[src/rtl/vedic_mul_seq_ctrl.sv]
// Sequenced 8x8 multiplier reusing one vedic_4x4 core over four steps.
// Define VEDIC_MUL_SIGNED_EN for two's-complement operands and product.

module vedic_4x4 (
    input  logic [3:0] x,
    input  logic [3:0] y,
    output logic [7:0] p
);
    logic [3:0] q_ll;
    logic [3:0] q_hl;
    logic [3:0] q_lh;
    logic [3:0] q_hh;

    // Urdhva-tiryakbhyam on 2-bit digits: vertical and crosswise terms summed.
    assign q_ll = {2'b00, x[1:0]} * {2'b00, y[1:0]};
    assign q_hl = {2'b00, x[3:2]} * {2'b00, y[1:0]};
    assign q_lh = {2'b00, x[1:0]} * {2'b00, y[3:2]};
    assign q_hh = {2'b00, x[3:2]} * {2'b00, y[3:2]};

    assign p = {4'h0, q_ll} + {2'b00, q_hl, 2'b00} + {2'b00, q_lh, 2'b00} + {q_hh, 4'h0};
endmodule

module vedic_mul_seq_ctrl (
    input  logic        clk,
    input  logic        rst_n,
    input  logic        in_valid,
    output logic        in_ready,
    input  logic [7:0]  a,
    input  logic [7:0]  b,
    output logic        out_valid,
    input  logic        out_ready,
    output logic [15:0] product,
    output logic        busy
);
    typedef enum logic [2:0] {IDLE, MUL0, MUL1, MUL2, MUL3, DONE} state_t;

    state_t      state;
    state_t      state_next;
    logic [7:0]  a_q;
    logic [7:0]  b_q;
    logic [15:0] acc;
    logic [3:0]  core_x;
    logic [3:0]  core_y;
    logic [7:0]  core_p;
    logic [15:0] pp_shifted;
    logic [15:0] acc_sum;
    logic [15:0] result;
    logic [7:0]  a_load;
    logic [7:0]  b_load;

`ifdef VEDIC_MUL_SIGNED_EN
    logic neg_q;

    // Magnitudes fit in 8 bits unsigned, including |-128| = 128.
    assign a_load = a[7] ? (~a + 8'd1) : a;
    assign b_load = b[7] ? (~b + 8'd1) : b;
    assign result = neg_q ? (~acc_sum + 16'd1) : acc_sum;
`else
    assign a_load = a;
    assign b_load = b;
    assign result = acc_sum;
`endif

    vedic_4x4 u_core (
        .x (core_x),
        .y (core_y),
        .p (core_p)
    );

    always_comb begin
        core_x = a_q[3:0];
        core_y = b_q[3:0];
        case (state)
            MUL1:    core_x = a_q[7:4];
            MUL2:    core_y = b_q[7:4];
            MUL3: begin
                core_x = a_q[7:4];
                core_y = b_q[7:4];
            end
            default: ;
        endcase
    end

    always_comb begin
        pp_shifted = {8'h00, core_p};
        case (state)
            MUL1, MUL2: pp_shifted = {4'h0, core_p, 4'h0};
            MUL3:       pp_shifted = {core_p, 8'h00};
            default:    ;
        endcase
    end

    assign acc_sum = acc + pp_shifted;

    always_ff @(posedge clk) begin
        if (!rst_n) state <= IDLE;
        else        state <= state_next;
    end

    always_comb begin
        state_next = state;
        case (state)
            IDLE:    if (in_valid) state_next = MUL0;
            MUL0:    state_next = MUL1;
            MUL1:    state_next = MUL2;
            MUL2:    state_next = MUL3;
            MUL3:    state_next = DONE;
            DONE:    if (out_ready) state_next = IDLE;
            default: state_next = IDLE;
        endcase
    end

    // Operands are only captured in IDLE, so in_valid during a run is harmless.
    always_ff @(posedge clk) begin
        if (!rst_n) begin
            a_q     <= 8'h00;
            b_q     <= 8'h00;
            acc     <= 16'h0000;
            product <= 16'h0000;
`ifdef VEDIC_MUL_SIGNED_EN
            neg_q   <= 1'b0;
`endif
        end else begin
            case (state)
                IDLE: begin
                    if (in_valid) begin
                        a_q <= a_load;
                        b_q <= b_load;
                        acc <= 16'h0000;
`ifdef VEDIC_MUL_SIGNED_EN
                        neg_q <= a[7] ^ b[7];
`endif
                    end
                end
                MUL0, MUL1, MUL2: acc <= acc_sum;
                MUL3: begin
                    acc     <= acc_sum;
                    product <= result;
                end
                default: ;
            endcase
        end
    end

    assign in_ready  = (state == IDLE);
    assign out_valid = (state == DONE);
    assign busy      = (state != IDLE);
endmodule
[config.mk]
export PLATFORM = sky130hd
export DESIGN_NAME = vedic_mul_seq_ctrl
export DESIGN_NICKNAME = d
export VERILOG_FILES = /design/src/rtl/vedic_mul_seq_ctrl.sv
export SDC_FILE = /design/constraint.sdc
export NUM_CORES = 1
export LEC_CHECK = 0
export ABC_AREA = 1
export ABC_CLOCK_PERIOD_IN_PS = 4800
export CORE_MARGIN = 1
export CORE_UTILIZATION = 40
export CTS_CLUSTER_DIAMETER = 80
export DETAILED_ROUTE_END_ITERATION = 10
export PLACE_DENSITY = 0.71
export SLEW_MARGIN = 40
export SYNTH_ARGS = -nofsm -noshare
export SYNTH_HDL_FRONTEND = slang
export SYNTH_HIERARCHICAL = 1
export SYNTH_SLANG_ARGS = --single-unit
[constraint.sdc]
create_clock -name clk -period 4.8 [get_ports clk]
set_clock_uncertainty 0.05 [all_clocks]
set_input_delay 0.72 -clock clk [delete_from_list [all_inputs] [get_ports clk]]
set_output_delay 0.72 -clock clk [all_outputs]
set_load 0.01 [all_outputs]
==> flow_summary.ini <==
[timing]
rsz0062_at_grt = yes
setup_ws_ns = -0.185
max_slew.worst_pin.slew_ns = 0.726
setup_violations = 14
worst_hold_slack_ns = 0.425
slew_viol_final = 0
hold_viol_final = 0
relSlewSlack = 0.515
fmax_mhz = 201
period_needed_ns = 4.98
period_share = 1.04

[detailed_routing]
postRouteAntennaNets = 0
vias_per_cell = 5.13
vias = 3876
remaining_drc_errors = 0
drtIter0Drc = 277
routed_wl_um = 10700
drt-pass1-iter-count = 5
wire_per_inst_um = 14.1

[critical_path]
slowest_delay_ns = 0.52
critPathArrivalTime_ns = 5.19
slowest_stage = fa_1
ff2ff_setup_slack_ns = -0.18
setup.worst_path.class = flop to flop
worstReg2RegEnd = acc[12]
required_ns = 5.00
end_kind = flop
reg2reg_from = state[1]
cp_max_fo = 7
worst_setup_path_start_kind = flop
worstRegToRegCells = 27

[final_layout]
drive_gt1_frac = 0.295
n_antenna_cell = 0
final_cell_mix = nand2_1, inv_1, nor2_1, dfxtp_1, buf_4
fin_nets = 702
areaGrowthSynthToFinish_pct = 39.8
final_common_cell = nand2_1
fillerInstances = 743

[synth]
ys_ff_latch = 51
yosysSeqAreaShare = 0.278
synth.distinct_cells = 30
synth_cells = 569
syn_nets = 625
syn-cell-area_um2 = 3670
syn_area_per_cell_um2 = 6.45
yosys_warnings = 6

[floorplan]
die_height_um = 97.8
start_util = 0.417
io_pins = 39
fp.coreArea_um2 = 8810
die_w_um = 97.8
die_area_um2 = 9560
num_rows = 34

[pwr]
vdd_drop_max_mv = 0.175
power.density_nw_per_um2 = 246
totalPowerFinal_w = 0.00126
leakagePower_nw = 2.55

[grt]
grt_use_met3 = 0.0279
grt_max_degree = 31
grt_usage = 0.201
grt_pass1_vias = 3606
use_met1 = 0.252
overflow = 0
grtUsageMet2 = 0.354
grt_antenna_before_repair = 0
top_usage_layer = met2
grt_pass1_wl_um = 15800

[place]
gp_congestion = 0.928
portBuffers = 38
dp_hpwl_um = 6740

[clock_tree]
cts_tree = built
clk_path_buf_depth = 2
clk_latency_ns = 0.32
h-tree-depth = 2
clock_sinks = 51
cts_root_buf = clkbuf_8
cts_hold_buf = 0
cts_buffers = 5
cts.clk_slew.worst_paths_ns = 0.10

[min_path]
min-delay-start = a_q[7]
min_to = a_q[7]
hold_depth = 2
hold_class = flop to flop

[outcome]
violations = negative setup slack
status = finished with violations

[job]
maxCapViolations = 0
==> area by class of cell <==
type | instances | area [um2] | area share
Sequential cell | 51 | 1020 | 0.200
Multi-Input combinational cell | 396 | 2710 | 0.528
Timing Repair Buffer | 83 | 729 | 0.142
Clock buffer | 6 | 82.6 | 0.0161
Clock inverter | 2 | 38.8 | 0.00756
Inverter | 109 | 412 | 0.0803
Tap cell | 108 | 135 | 0.0263
==> worst max-delay path: cells and delay by family, from the launching register on <==
kind	cells	cell delay, ns
fa+ha+maj	6	1.92
simple gates	9	0.93
compound gates	4	0.74
buf+inv	6	0.57
flops	1	0.36
xor+xnor	2	0.32
==> power breakdown <==
part	internal, W	switching, W
Clock	0.000172	0.000158
Combinational	0.000191	0.000261
Sequential	0.000458	0.0000208
Total	0.000821	0.000439
==> flip-flops by register name, indices dropped and copies added (netlist names) <==
signal	flops
state	3
acc	16
b_q	8
product	16
a_q	8
==> cells by family after synthesis <==
logic type | synth area share
compound gates | 0.133
xor+xnor | 0.0215
fa+ha+maj | 0.133
buf+inv | 0.136
flops | 0.278
simple gates | 0.298
==> Yosys cell counts, drive strengths merged <==
master	count	share of area
nand2	164	0.17
inv	109	0.11
nor2	66	0.076
dfxtp	51	0.28
a21oi	38	0.057
o21ai	37	0.057
ha	31	0.11
nand3	27	0.037
buf	9	0.020
o22ai	8	0.014
xor2	8	0.019
fa	5	0.027
nor3	5	0.0068
clkbuf	4	0.0041
a21o	2	0.0041
nand3b	1	0.0020
nor4	1	0.0017
o211ai	1	0.0020
or2	1	0.0017
xnor2	1	0.0024
==> metal layers <==
layer	vias up	wire, um
met2	137	5380
li1	1913	-
met4	0	343
met1	1789	4390
met5	-	0
met3	37	551
==> per-stage QoR <==
| stage | TNS, ns | utilization | setup WS [ns] | instance area (um2) | cells |
|---|---|---|---|---|---|
| CTS | 0 | 0.523 | 0.00000266 | 4600 | 746 |
| finish | -1.32 | 0.582 | -0.185 | 5130 | 755 |
| floorplan | 0 | - | 0.00272 | 3680 | 569 |
| detailed placement | -4.33 | 0.492 | -0.350 | 4340 | 733 |
| global placement | -2.26 | 0.492 | -0.238 | 4340 | 733 |
| global route | -6.19 | 0.582 | -0.434 | 5130 | 755 |
==> how the worst max path moves through the flow <==
stage | from | slack, ns | cells past startpoint | endpoint
finish | state[1] | -0.18 | 27 | acc[12]
floorplan | state[1] | 0.003 | 31 | product[13]
global route | state[1] | -0.43 | 30 | acc[12]
detailed placement | state[2] | -0.35 | 29 | acc[13]
CTS | state[0] | 0.000003 | 32 | acc[13]
global placement | state[2] | -0.24 | 27 | product[15]
==> timing repair <==
action	CTS	global route
pin swaps	14	65
buffers inserted	5	9
gates resized for setup	29	109
endpoints found under the setup margin	22	22
No activity file was read; power rests on OpenSTA's default activity.
